==> config.mk <==
export PLATFORM = sky130hd
export DESIGN_NAME = handshake_responder
export DESIGN_NICKNAME = d
export VERILOG_FILES = /design/src/rtl/handshake_responder.sv
export SDC_FILE = /design/constraint.sdc
export NUM_CORES = 1
export LEC_CHECK = 0
export CORE_ASPECT_RATIO = 1.2
export CORE_UTILIZATION = 40
export DETAILED_ROUTE_END_ITERATION = 10
export GPL_TIMING_DRIVEN = 0
export PLACE_DENSITY = 0.67
export RECOVER_POWER = 25
export SYNTH_ARGS = -nofsm -noshare
export SYNTH_HDL_FRONTEND = slang
export SYNTH_SLANG_ARGS = --single-unit
==> constraint.sdc <==
create_clock -name clk -period 5.2 [get_ports clk]
set_input_delay 1.56 -clock clk [delete_from_list [all_inputs] [get_ports clk]]
set_output_delay 1.56 -clock clk [all_outputs]
set_load 0.03 [all_outputs]
==> src/rtl/handshake_responder.sv <==
// handshake_responder
//   Responder side of a four-phase req/ack handshake. A rising edge on req starts a
//   fixed ACK_DELAY-cycle wait. After the wait, ack and enable assert and the response
//   word is captured onto data. ack drops when req is withdrawn. Completed handshakes
//   and early withdrawals are counted for debug readout.
//
// Ports
//   clk          in   single clock; all state changes on its rising edge
//   rst          in   synchronous, active-high reset
//   req          in   request level from the initiator
//   rsp_data     in   response word, captured on the edge that raises ack
//   ack          out  acknowledge (registered)
//   enable       out  data-qualify strobe; always equal to ack
//   data         out  captured response word; held between handshakes
//   busy         out  high while a handshake is pending or acknowledged
//   hs_count     out  completed handshakes, wraps modulo 2^CNT_W
//   abort_count  out  requests withdrawn before ack, saturates at 255

module handshake_responder #(
  parameter int unsigned ACK_DELAY = 2,  // legal range 2..15
  parameter int unsigned DATA_W    = 8,
  parameter int unsigned CNT_W     = 16
) (
  input  logic              clk,
  input  logic              rst,
  input  logic              req,
  input  logic [DATA_W-1:0] rsp_data,
  output logic              ack,
  output logic              enable,
  output logic [DATA_W-1:0] data,
  output logic              busy,
  output logic [CNT_W-1:0]  hs_count,
  output logic [7:0]        abort_count
);

  typedef enum logic [1:0] {StIdle, StWait, StAck} state_e;

  // One wait cycle is spent in IDLE->WAIT and one in WAIT->ACK, hence the -2.
  localparam logic [3:0] CntInit = 4'(ACK_DELAY - 2);

  state_e            state_q, state_d;
  logic              req_q;
  logic [3:0]        cnt_q, cnt_d;
  logic              ack_q, ack_d;
  logic [DATA_W-1:0] data_q, data_d;
  logic [CNT_W-1:0]  hs_q, hs_d;
  logic [7:0]        abort_q, abort_d;
  logic              rise;

  assign rise = req & ~req_q;

  // State register
  always_ff @(posedge clk) begin
    if (rst) begin
      state_q <= StIdle;
      req_q   <= 1'b0;
      cnt_q   <= 4'd0;
      ack_q   <= 1'b0;
      data_q  <= '0;
      hs_q    <= '0;
      abort_q <= 8'd0;
    end else begin
      state_q <= state_d;
      req_q   <= req;
      cnt_q   <= cnt_d;
      ack_q   <= ack_d;
      data_q  <= data_d;
      hs_q    <= hs_d;
      abort_q <= abort_d;
    end
  end

  // Next-state logic
  always_comb begin
    state_d = state_q;
    cnt_d   = cnt_q;
    unique case (state_q)
      StIdle: begin
        if (rise) begin
          state_d = StWait;
          cnt_d   = CntInit;
        end
      end
      StWait: begin
        // Withdrawal wins over an expiring count.
        if (!req) begin
          state_d = StIdle;
        end else if (cnt_q == 4'd0) begin
          state_d = StAck;
        end else begin
          cnt_d = cnt_q - 4'd1;
        end
      end
      StAck: begin
        if (!req) begin
          state_d = StIdle;
        end
      end
      default: state_d = StIdle;
    endcase
  end

  // Output / datapath logic
  always_comb begin
    ack_d   = ack_q;
    data_d  = data_q;
    hs_d    = hs_q;
    abort_d = abort_q;
    busy    = (state_q != StIdle);
    unique case (state_q)
      StIdle: ack_d = 1'b0;
      StWait: begin
        if (!req) begin
          ack_d = 1'b0;
          if (abort_q != 8'hFF) begin
            abort_d = abort_q + 8'd1;
          end
        end else if (cnt_q == 4'd0) begin
          ack_d  = 1'b1;
          data_d = rsp_data;
        end
      end
      StAck: begin
        if (!req) begin
          ack_d = 1'b0;
          hs_d  = hs_q + CNT_W'(1);
        end
      end
      default: ack_d = 1'b0;
    endcase
  end

  assign ack         = ack_q;
  assign enable      = ack_q;
  assign data        = data_q;
  assign hs_count    = hs_q;
  assign abort_count = abort_q;

endmodule

==> reports/qor.csv <==
stage,metric,value,unit
timing,setup_violations,0,
detailed_routing,wl,3840,um
clocking,cts-resized-gates,0,
grt,grt_overflow,0,
die,core,0.00429,mm2
run_status,status,finished clean,
setup_path,path_buf_inv,2,
pwr,ir_drop,0.000166,V
setup_path,crit_slowest_cell,dlygate4sd3_1,
synthesis,synth_xor_area_frac,0.0628,
die,dieWidth,63.4,um
detailed_routing,drc,0,
timing,worstMarginPinSlew,558,ps
pwr,power.total,651,uW
detailed_routing,first_pass_iters,4,
timing,setup-tns-final,0,ps
synthesis,synth.distinct_cells,41,
synthesis,yosys_warnings,0,
clocking,cts_setup_buffers,0,
die,rows,26,
detailed_routing,viasPerCell,5.03,
setup_path,worstPathRequired,5420,ps
timing,rsz0062_at_grt,no,
place,place_ws,1590,ps
detailed_routing,wl_per_cell,12.1,um
clocking,htree_num_levels,2,
timing,fin_crit_sh,0.651,
grt,grt_pass1_vias,1350,
final_layout,area_growth_syn_to_layout,35.0,%
timing,report.final.slew_viol_count,0,
timing,max_slew_margin,0.627,
job,drv_cap,0,
final_layout,n_antenna_cell,0,
detailed_routing,num_vias,1599,
setup_path,cp_max_fo,9,
grt,track_usage,0.168,
clocking,cts_tree,built,
detailed_routing,drt_iter0_drc,51,
pwr,powerDensity,266,mW/mm2
grt,grt_max_degree,13,
synthesis,synth_compound_gate_area_share,0.0925,
place,gp_congestion,0.774,
timing,clock_skew,4.92,ps
setup_path,critPathMaxStageDelay,660,ps
place,portBuffers,44,
die,dieArea,0.00480,mm2
clocking,clk_pin_slew,70,ps
setup_path,crit_family,buffers and inverters,
min_path,min_path_type,flop to flop,
grt,grt_pass1_wl,6140,um
pwr,p_leak,0.000866,uW
setup_path,worstPathCellList,dlygate4sd3_1 > nor4bb_1 > clkbuf_1 > nand2_1 > or4_1 > a21oi_1,
final_layout,drive_above_1_share,0.0496,
synthesis,ys_ff_latch,40,
place,hpwl,2790,um
final_layout,final_nets,275,
timing,setup_ws,1820,ps
synthesis,synthAdderAreaFrac,0.0207,
clocking,clk_latency,290,ps
synthesis,syn_area_per_cell,8.63,um2
clocking,cts.root.buffer_cell,clkbuf_8,
synthesis,synth_nets,224,
synthesis,synth_area,0.00181,mm2
clocking,clock_path_buffers,2,
clocking,cts_sinks,40,
setup_path,critical_path_class,input pin to flop,
timing,timing.fmax,295,MHz
setup_path,critPathLaunchType,input pin,
die,start_util,0.422,
synthesis,synth_mux_area_frac,0.0552,
synthesis,synthCells,210,
clocking,cts_buffers,5,
setup_path,worstPathArrival,3610,ps
timing,fin_crit,3380,ps
timing,whs,491,ps
synthesis,synth_top_family_by_area,simple AND/OR/NAND/NOR gates,
clocking,cts-hold-fix-buffers,0,
setup_path,critPathCaptureType,flop,
synthesis,synth-simple-area-share,0.282,
synthesis,synth_seq_area_share,0.442,
timing,hold_violations,0,
detailed_routing,drtAntennaViolNets,0,
die,die_y,75.7,um
die,ios,46,
grt,antenna_found_initial,0,
final_layout,final_core_util,0.570,
==> where the power goes <==
part	internal, uW	switching, uW	leakage, uW
combinational	26.5	31.7	0.000478
sequential	313	5.45	0.000323
clock	169	105	0.0000645
==> Yosys cell counts, drive strengths merged <==
cell type | count | area share
o31a | 1 | 0.0048
nor2b | 2 | 0.0069
xnor2 | 5 | 0.024
nand3 | 8 | 0.022
and2 | 2 | 0.0069
nand3b | 1 | 0.0041
ha | 3 | 0.021
o31ai | 3 | 0.012
clkbuf | 8 | 0.017
and2b | 2 | 0.0083
a31oi | 2 | 0.0069
nor4bb | 2 | 0.011
or3 | 4 | 0.014
o2111ai | 1 | 0.0048
a21o | 1 | 0.0041
xor2 | 8 | 0.039
nor2 | 34 | 0.070
or3b | 2 | 0.011
and4 | 2 | 0.0097
a211oi | 2 | 0.0083
nand2 | 13 | 0.027
nor3b | 2 | 0.0083
nand4bb | 1 | 0.0062
a21oi | 12 | 0.033
buf | 3 | 0.013
dfxtp | 40 | 0.44
o21ai | 5 | 0.014
nor3 | 6 | 0.017
inv | 7 | 0.015
nor4 | 2 | 0.0069
nand2b | 2 | 0.0069
or2 | 2 | 0.0069
and3 | 3 | 0.010
o21bai | 1 | 0.0041
or4 | 2 | 0.0083
nand4 | 6 | 0.021
mux2i | 10 | 0.055
==> worst reg2reg max path, delay by kind of cell, from the launching register on <==
kind                       cells  cell delay [ps]
buffers and inverters          1              320
DFF                            1              440
adders and majority gates      1              200
AOI/OAI and AO/OA              1              150
and+or+nand+nor                3              890
==> layout make-up <==
class / instances / area (um2)
multi-input combinational: 152 / 928
tap: 56 / 70.1
fill: 423 / 1850
inverter: 7 / 26.3
clock inverter: 1 / 30.0
clock buffer: 7 / 96.3
buffer: 11 / 53.8
timing repair buffer: 44 / 440
sequential: 40 / 801
==> cells by family (layout without fill, tap and decap cells) <==
group	after synthesis	count (layout)
AND/OR/NAND/NOR	98	98
flip-flops	40	40
AO/OA/AOI/OAI	28	28
buffers and inverters	18	70
XOR/XNOR	13	13
multiplexers	10	10
adder cells (fa/ha/maj)	3	3
==> flip-flops by register name, indices dropped and copies added (netlist names) <==
name,count
abort_count,8
ack,1
cnt_q,4
data,8
hs_count,16
req_q,1
state_q,2
==> placed cells by master, fill, tap and decap left out, types with 2 or more instances in the layout <==
cell type / netlist / layout
o31ai_1: 3 / 3
clkdlybuf4s50_1: 0 / 37
or4_1: 2 / 2
nor3b_1: 2 / 2
nor3_1: 6 / 6
nor4_1: 2 / 2
nor4bb_1: 2 / 2
clkbuf_1: 8 / 8
a211oi_1: 2 / 2
or3_1: 4 / 4
inv_1: 7 / 7
dfxtp_1: 40 / 40
nand3_1: 8 / 8
and2_1: 2 / 2
mux2i_1: 10 / 10
nand2b_1: 2 / 2
a31oi_1: 2 / 2
nand2_1: 13 / 13
a21oi_1: 12 / 12
ha_1: 3 / 3
xor2_1: 8 / 8
clkbuf_8: 0 / 7
and4_1: 2 / 2
and2b_1: 2 / 2
xnor2_1: 5 / 5
nand4_1: 6 / 6
dlygate4sd3_1: 0 / 7
o21ai_0: 5 / 5
nor2b_1: 2 / 2
nor2_1: 34 / 34
and3_1: 3 / 3
==> path summary, 6_finish.rpt <==
check / startpoint / end / slack, ps / cells after the start
worst max-delay path: req / hs_count[12]$_SDFFE_PP0P_ / 1820 / 6
worst max register to register: hs_count[0]$_SDFFE_PP0P_ / hs_count[12]$_SDFFE_PP0P_ / 3130 / 6
worst min-delay path: data[2]$_SDFFE_PP0P_ / data[2]$_SDFFE_PP0P_ / 490 / 2
worst min register to register: data[2]$_SDFFE_PP0P_ / data[2]$_SDFFE_PP0P_ / 490 / 2
==> routing by layer <==
layer  up-vias  routed length (um)  global-route usage
met1       727                1890               0.213
met2        34                1690               0.270
met4         0                  74              0.0758
met5         -                   0                   0
li1        832                   -                   -
met3         6                 185              0.0434
==> per-stage QoR <==
stage          cell area [um2]  instances
6_report                  2450        318
5_1_grt                   2450        318
4_1_cts                   2450        318
3_5_place_dp              2320        310
3_3_place_gp              2320        310
2_1_floorplan             1810        210
Note: power is estimated with default switching activity, not from simulation.
